[src/rtl/operand_fetch_if.sv]
// Decoded-instruction, write-back and ALU-operand bus of the operand fetch stage.
// slave is the fetch stage's view; master is the surrounding pipeline's view.
interface operand_fetch_if #(
  parameter int unsigned DATA_W = 32,
  parameter int unsigned ADDR_W = 5
);
  logic              in_valid;
  logic              in_ready;
  logic [ADDR_W-1:0] rs;
  logic [ADDR_W-1:0] rt;
  logic [15:0]       imm;
  logic              alu_src;
  logic [3:0]        alu_op;

  logic              wb_en;
  logic [ADDR_W-1:0] wb_addr;
  logic [DATA_W-1:0] wb_data;

  logic              out_valid;
  logic              out_ready;
  logic [DATA_W-1:0] X;
  logic [DATA_W-1:0] Y;
  logic [3:0]        op;
  logic              illegal_op;

  modport slave (
    input  in_valid, rs, rt, imm, alu_src, alu_op,
    input  wb_en, wb_addr, wb_data,
    input  out_ready,
    output in_ready, out_valid, X, Y, op, illegal_op
  );

  modport master (
    output in_valid, rs, rt, imm, alu_src, alu_op,
    output wb_en, wb_addr, wb_data,
    output out_ready,
    input  in_ready, out_valid, X, Y, op, illegal_op
  );
endinterface

[src/rtl/operand_fetch.sv]
// Operand fetch stage: register file with write-back bypass, immediate select,
// and a single registered output slot with valid/ready flow control.
module operand_fetch #(
  parameter int unsigned DATA_W = 32,
  parameter int unsigned ADDR_W = 5
) (
  input  logic            clk,
  input  logic            rst_n,
  operand_fetch_if.slave  bus
);
  localparam int unsigned NREGS     = 1 << ADDR_W;
  localparam logic [15:0] LEGAL_OPS = 16'h90C7; // ops 0,1,2,6,7,12,15

  logic [DATA_W-1:0] regs [NREGS];

  logic              out_valid_q;
  logic [DATA_W-1:0] x_q;
  logic [DATA_W-1:0] y_q;
  logic [3:0]        op_q;
  logic              illegal_q;

  logic              accept;
  logic              wb_live;
  logic [DATA_W-1:0] x_next;
  logic [DATA_W-1:0] rt_val;
  logic [DATA_W-1:0] y_next;

  assign bus.in_ready   = !out_valid_q || bus.out_ready;
  assign bus.out_valid  = out_valid_q;
  assign bus.X          = x_q;
  assign bus.Y          = y_q;
  assign bus.op         = op_q;
  assign bus.illegal_op = illegal_q;

  assign accept  = bus.in_valid && bus.in_ready;
  assign wb_live = bus.wb_en && (bus.wb_addr != '0);

  // Bypass the same-cycle write so the operand never sees a stale register.
  always_comb begin
    x_next = '0;
    if (wb_live && (bus.wb_addr == bus.rs))
      x_next = bus.wb_data;
    else if (bus.rs != '0)
      x_next = regs[bus.rs];
  end

  always_comb begin
    rt_val = '0;
    if (wb_live && (bus.wb_addr == bus.rt))
      rt_val = bus.wb_data;
    else if (bus.rt != '0)
      rt_val = regs[bus.rt];
  end

  always_comb begin
    y_next = rt_val;
    if (bus.alu_src)
      y_next = {{(DATA_W-16){bus.imm[15]}}, bus.imm};
  end

  always_ff @(posedge clk or negedge rst_n) begin
    if (!rst_n) begin
      for (int unsigned i = 0; i < NREGS; i++)
        regs[i] <= '0;
    end else if (wb_live) begin
      regs[bus.wb_addr] <= bus.wb_data;
    end
  end

  always_ff @(posedge clk or negedge rst_n) begin
    if (!rst_n) begin
      out_valid_q <= 1'b0;
      x_q         <= '0;
      y_q         <= '0;
      op_q        <= '0;
      illegal_q   <= 1'b0;
    end else begin
      if (accept) begin
        x_q  <= x_next;
        y_q  <= y_next;
        op_q <= bus.alu_op;
        if (!LEGAL_OPS[bus.alu_op])
          illegal_q <= 1'b1;
      end
      if (accept)
        out_valid_q <= 1'b1;
      else if (bus.out_ready)
        out_valid_q <= 1'b0;
    end
  end
endmodule

[src/flat_wrapper.sv]
// flat-port wrapper written by rule: the top's interface ports become plain ports
module operand_fetch_flat 
#(
  parameter int unsigned DATA_W = 32,
  parameter int unsigned ADDR_W = 5
)
  (clk, rst_n, bus_in_valid, bus_rs, bus_rt, bus_imm, bus_alu_src, bus_alu_op, bus_wb_en, bus_wb_addr, bus_wb_data, bus_out_ready, bus_in_ready, bus_out_valid, bus_X, bus_Y, bus_op, bus_illegal_op);
  operand_fetch_if #(.DATA_W(DATA_W), .ADDR_W(ADDR_W)) bus_i ();
  input  logic clk;
  input  logic rst_n;
  input wire logic [$bits(bus_i.in_valid)-1:0] bus_in_valid;
  input wire logic [$bits(bus_i.rs)-1:0] bus_rs;
  input wire logic [$bits(bus_i.rt)-1:0] bus_rt;
  input wire logic [$bits(bus_i.imm)-1:0] bus_imm;
  input wire logic [$bits(bus_i.alu_src)-1:0] bus_alu_src;
  input wire logic [$bits(bus_i.alu_op)-1:0] bus_alu_op;
  input wire logic [$bits(bus_i.wb_en)-1:0] bus_wb_en;
  input wire logic [$bits(bus_i.wb_addr)-1:0] bus_wb_addr;
  input wire logic [$bits(bus_i.wb_data)-1:0] bus_wb_data;
  input wire logic [$bits(bus_i.out_ready)-1:0] bus_out_ready;
  output wire logic [$bits(bus_i.in_ready)-1:0] bus_in_ready;
  output wire logic [$bits(bus_i.out_valid)-1:0] bus_out_valid;
  output wire logic [$bits(bus_i.X)-1:0] bus_X;
  output wire logic [$bits(bus_i.Y)-1:0] bus_Y;
  output wire logic [$bits(bus_i.op)-1:0] bus_op;
  output wire logic [$bits(bus_i.illegal_op)-1:0] bus_illegal_op;
  assign bus_i.in_valid = bus_in_valid;
  assign bus_i.rs = bus_rs;
  assign bus_i.rt = bus_rt;
  assign bus_i.imm = bus_imm;
  assign bus_i.alu_src = bus_alu_src;
  assign bus_i.alu_op = bus_alu_op;
  assign bus_i.wb_en = bus_wb_en;
  assign bus_i.wb_addr = bus_wb_addr;
  assign bus_i.wb_data = bus_wb_data;
  assign bus_i.out_ready = bus_out_ready;
  assign bus_in_ready = bus_i.in_ready;
  assign bus_out_valid = bus_i.out_valid;
  assign bus_X = bus_i.X;
  assign bus_Y = bus_i.Y;
  assign bus_op = bus_i.op;
  assign bus_illegal_op = bus_i.illegal_op;
  operand_fetch #(.DATA_W(DATA_W), .ADDR_W(ADDR_W)) u_core (.clk(clk), .rst_n(rst_n), .bus(bus_i));
endmodule
[config.mk]
export PLATFORM = sky130hd
export DESIGN_NAME = operand_fetch_flat
export DESIGN_NICKNAME = d
export VERILOG_FILES = /design/src/rtl/operand_fetch_if.sv /design/src/rtl/operand_fetch.sv /design/src/flat_wrapper.sv
export SDC_FILE = /design/constraint.sdc
export NUM_CORES = 2
export LEC_CHECK = 0
export CAP_MARGIN = 20
export CORE_AREA = 2 2 362 364
export CTS_CLUSTER_DIAMETER = 200
export DETAILED_ROUTE_END_ITERATION = 8
export DIE_AREA = 0 0 364 366
export PLACE_DENSITY = 0.71
export SYNTH_ARGS = -nofsm -noshare
export SYNTH_HDL_FRONTEND = slang
export SYNTH_SLANG_ARGS = --single-unit
[constraint.sdc]
create_clock -name clk -period 1.6 [get_ports clk]
set_input_delay 0.32 -clock clk [delete_from_list [all_inputs] [get_ports clk]]
set_output_delay 0.32 -clock clk [all_outputs]
set_load 0.01 [all_outputs]
==> flow_summary.rst <==
.. list-table::
   :header-rows: 1

   * - Metric
     - Value
   * - Worst VDD drop
     - 0.000947 V
   * - Number of DRC violations after detailed-routing iteration 0
     - 5042
   * - Relative contribution of the clock network to total power
     - 0.324
   * - Leakage
     - 35.3 nW
   * - Count of buffers inserted at the top-level ports
     - 143
   * - Combined area of the multi-input logic cells
     - 0.0307 sq mm
   * - Top cells by area, synth
     - dfrtp_1, mux2_2, mux4_2
   * - Average routed wire per standard cell
     - 31.8 um
   * - Crit path DAT
     - 2.65 ns
   * - Floorplan die area
     - 0.133 sq mm
   * - Relative contribution of combinational cells to total power
     - 0.268
   * - P&R area growth vs syn
     - 33.9%
   * - Worst EP required
     - 2.24 ns
   * - Worst setup EP type
     - register
   * - Mean cell area of the mapped netlist
     - 14.9 sq um
   * - CTS clock-pin slew for the worst setup and hold paths
     - 0.06 ns
   * - Hold violation count in the final report
     - 0
   * - Global-route wire length before repair
     - 308000 um
   * - Residual overflow from global routing
     - 0
   * - MaxCap Viol Count
     - 0
   * - Horizontal extent of the die
     - 364 um
   * - Clock Tree Root
     - clkbuf_16
   * - Number of primary I/O pins
     - 144
   * - Fillers
     - 9404
   * - Buffers from clock root to sink, at most
     - 3
   * - Power density over the cells
     - 1170 mW/mm^2
   * - Worst slack on hold paths
     - 0.146 ns
   * - Synthesis-stage register bit count
     - 1094
   * - DR vias/cell
     - 6.48
   * - Post-synthesis cell area
     - 0.0579 sq mm
   * - Proportion of layout cells with a drive suffix above 1
     - 0.636
   * - Achievable frequency
     - 0.496 GHz
   * - Crit Reg-Reg Endpoint
     - u_core.bus.X[13]
   * - Number of standard-cell rows in the floorplan
     - 132
   * - Largest net degree at the start of global routing
     - 109
   * - Number of cells produced by synthesis
     - 3887
   * - Worst reg2reg setup slack
     - -0.42 ns
   * - GRT Resource Usage Total
     - 0.313
   * - CTS sink cnt
     - 1094
   * - Switching part of the total
     - 0.278
   * - Slew margin rel.
     - 0.541
   * - Transition time of the tightest slew-check pin
     - 0.687 ns
   * - Initial antenna violation count
     - 3
   * - RSZ-0062 raised after global routing
     - true
   * - Via count of the routed design
     - 43097
   * - Final cycle utilization of the critical path
     - 1.26
   * - Failing checks
     - setup timing
   * - Flop pwr share
     - 0.408
   * - WHS Path Cells
     - 3
   * - DRC
     - 0
   * - Post-DRT Antenna Nets
     - 0
   * - Worst min-delay path category
     - in2reg
   * - Core Footprint
     - 0.129 sq mm
   * - Wirelength, routed
     - 211000 um
   * - Max H-tree Level
     - 3
   * - WHS Endpoint
     - u_core.bus.op[0]
   * - Seq/Total Area, Yosys
     - 0.473
   * - List of most frequent post-synthesis cells
     - dfrtp_1, mux2_2, mux4_2
   * - Run status
     - finished, violations left
   * - TritonCTS clock tree
     - done
   * - Half-perimeter wire length after placement
     - 134000 um
   * - Final period demand of the worst path
     - 2.02 ns
   * - Async set-reset flop share out of synthesis
     - 1.00
   * - Final count of pins violating max slew
     - 0
   * - Critical hold path startpoint
     - bus_alu_op[0]
   * - Cell depth of the worst flop-to-flop path
     - 5
   * - Cells along the critical path
     - mux4_2 -> mux4_2 -> nor2_4 -> nor3_2 -> a221o_1
   * - Post-placement setup slack
     - -1.33 ns
   * - Number of global-route vias before repair
     - 45071
   * - Final net count
     - 4884
   * - Stage delay of the slowest cell on the critical path
     - 0.51 ns
   * - Internal power of the cells
     - 65.2 mW
   * - Cell taking the most area after synthesis
     - dfrtp_1
   * - Top FF cell, synth
     - dfrtp_1
   * - Post-Syn Nets
     - 3961
   * - Fin Clk Skew
     - 0.0229 ns
   * - Critical path peak fanout
     - 3
   * - Sequential cell area
     - 0.0274 sq mm
   * - Routability Congestion
     - 0.916
   * - Fin worst setup slack
     - -0.418 ns
   * - Library cell appearing most often on the critical path
     - mux4_2
   * - Die height
     - 366 um
   * - Total CTS buffers
     - 115
   * - Library cell contributing the largest single delay on the critical path
     - mux4_2
   * - Kind of start point of the critical path
     - register
   * - Count of flip-flops with a built-in enable after synthesis
     - 0
   * - Reg2Reg Launch Point
     - u_core.regs[909]
   * - Net switching component of the power
     - 25.1 mW
   * - Effective utilization at floorplan
     - 0.449
   * - Total of endpoints with negative setup slack in the final report
     - 131
   * - Number of different library cells in the post-synthesis netlist
     - 69
   * - Crit Path Category
     - reg2reg
   * - Yosys synthesis warning count
     - 0
   * - 1st-pass router iterations
     - 5
   * - Top-area cell type share of the netlist area
     - 0.473
   * - Most frequent cell after synthesis
     - dfrtp_1
   * - Skew-Pair Late Insertion Delay
     - 0.76 ns
## layout by cell type, fill, tap and decap left out, drive strengths merged, types with 10 or more instances in the layout
cell type,count
o41ai,10
clkinv,30
clkdlybuf4s50,56
o22ai,27
clkbuf,170
a32oi,15
o31ai,10
a22oi,56
mux2,1026
or3,10
bufinv,14
nand2,48
mux2i,217
o221ai,18
nor2b,21
a211oi,23
a21oi,60
dfrtp,1094
mux4,461
nor2,78
o21ai,38
nor3,16
buf,1177
a221oi,73
a21o,11
## state kept, by name, summed over array words and instances (netlist names)
name,flops
u_core.regs,1024
u_core.bus.out_valid,1
u_core.bus.X,32
u_core.bus.Y,32
u_core.bus.op,4
u_core.bus.illegal_op,1
## per-layer routing
layer / up-vias / share of wire / wire length, um / track usage
li1: 16992 / - / - / -
met1: 22865 / 0.39 / 82500 / 0.430
met2: 2573 / 0.45 / 95200 / 0.467
met3: 665 / 0.11 / 22200 / 0.0780
met4: 2 / 0.054 / 11300 / 0.151
met5: - / 0.000090 / 19 / 0
## metrics by stage
step                      total power [mW]  cells  setup TNS, ns  area [sq um]  utilization
final                                 90.3   6653         -17.90         77500        0.601
after global routing                  93.4   6651         -21.53         77500        0.601
after CTS                             89.2   6598         -18.17         76300        0.592
after detailed placement              58.9   6303        -957.52         70400        0.546
after global placement                58.0   6303        -946.68         70400        0.546
after floorplan                       48.8   3887        -224.13         59400            -
## cells by family (layout without fill, tap and decap cells)
family                   count (synthesis)  after routing  share of synthesized area
AND/OR/NAND/NOR                        218            218                     0.0185
other                                    0              2                          0
adder cells (fa/ha/maj)                  1              1                   0.000216
multiplexers                          1704           1704                      0.417
XOR/XNOR                                10             10                    0.00151
flip-flops                            1094           1094                      0.473
AO/OA/AOI/OAI                          411            411                     0.0533
buffers and inverters                  449           1471                     0.0367
## critical path, delay by kind of cell (launching register included)
| kind | cells | cell delay, ns |
|---|---|---|
| muxes | 2 | 0.98 |
| AOI/OAI and AO/OA | 1 | 0.28 |
| DFF | 1 | 0.43 |
| and+or+nand+nor | 2 | 0.19 |
## worst max-delay path by stage
stage,slack [ns],cells past startpoint,from,to
final,-0.42,5,u_core.regs[909],u_core.bus.X[13]
after global routing,-0.45,5,u_core.regs[909],u_core.bus.X[13]
after CTS,-0.40,5,u_core.regs[518],u_core.bus.Y[6]
after detailed placement,-1.33,7,bus_wb_addr[4],u_core.regs[896]
after global placement,-1.30,7,bus_wb_addr[4],u_core.regs[913]
after floorplan,-0.54,8,bus_rs[0],u_core.bus.X[26]
## power groups by stage
stage	clock network (mW)	logic [mW]	registers, mW
final	29.2	24.2	36.8
after global routing	30.6	25.6	37.3
after CTS	29.4	23.2	36.5
after detailed placement	0	22.0	36.9
after global placement	0	21.3	36.6
after floorplan	0	12.9	35.9
## layout make-up
class	instances	area share
multi-input combinational	2344	0.397
sequential	1094	0.354
timing repair buffer	1247	0.168
clock buffer	163	0.0444
tap	1742	0.0281
clock inverter	53	0.00875
inverter	8	0.000468
antenna	2	0.0000646
## what timing repair did
action / CTS / global route
resized for setup: 561 / 138
setup buffers: 77 / 55
hold endpoints to repair: 901 / 0
hold buffers: 2 / 0
setup endpoints to repair: 936 / 208
gates cloned: 7 / 6
pin swaps: 74 / 56
(Power assumes the default switching activity.)
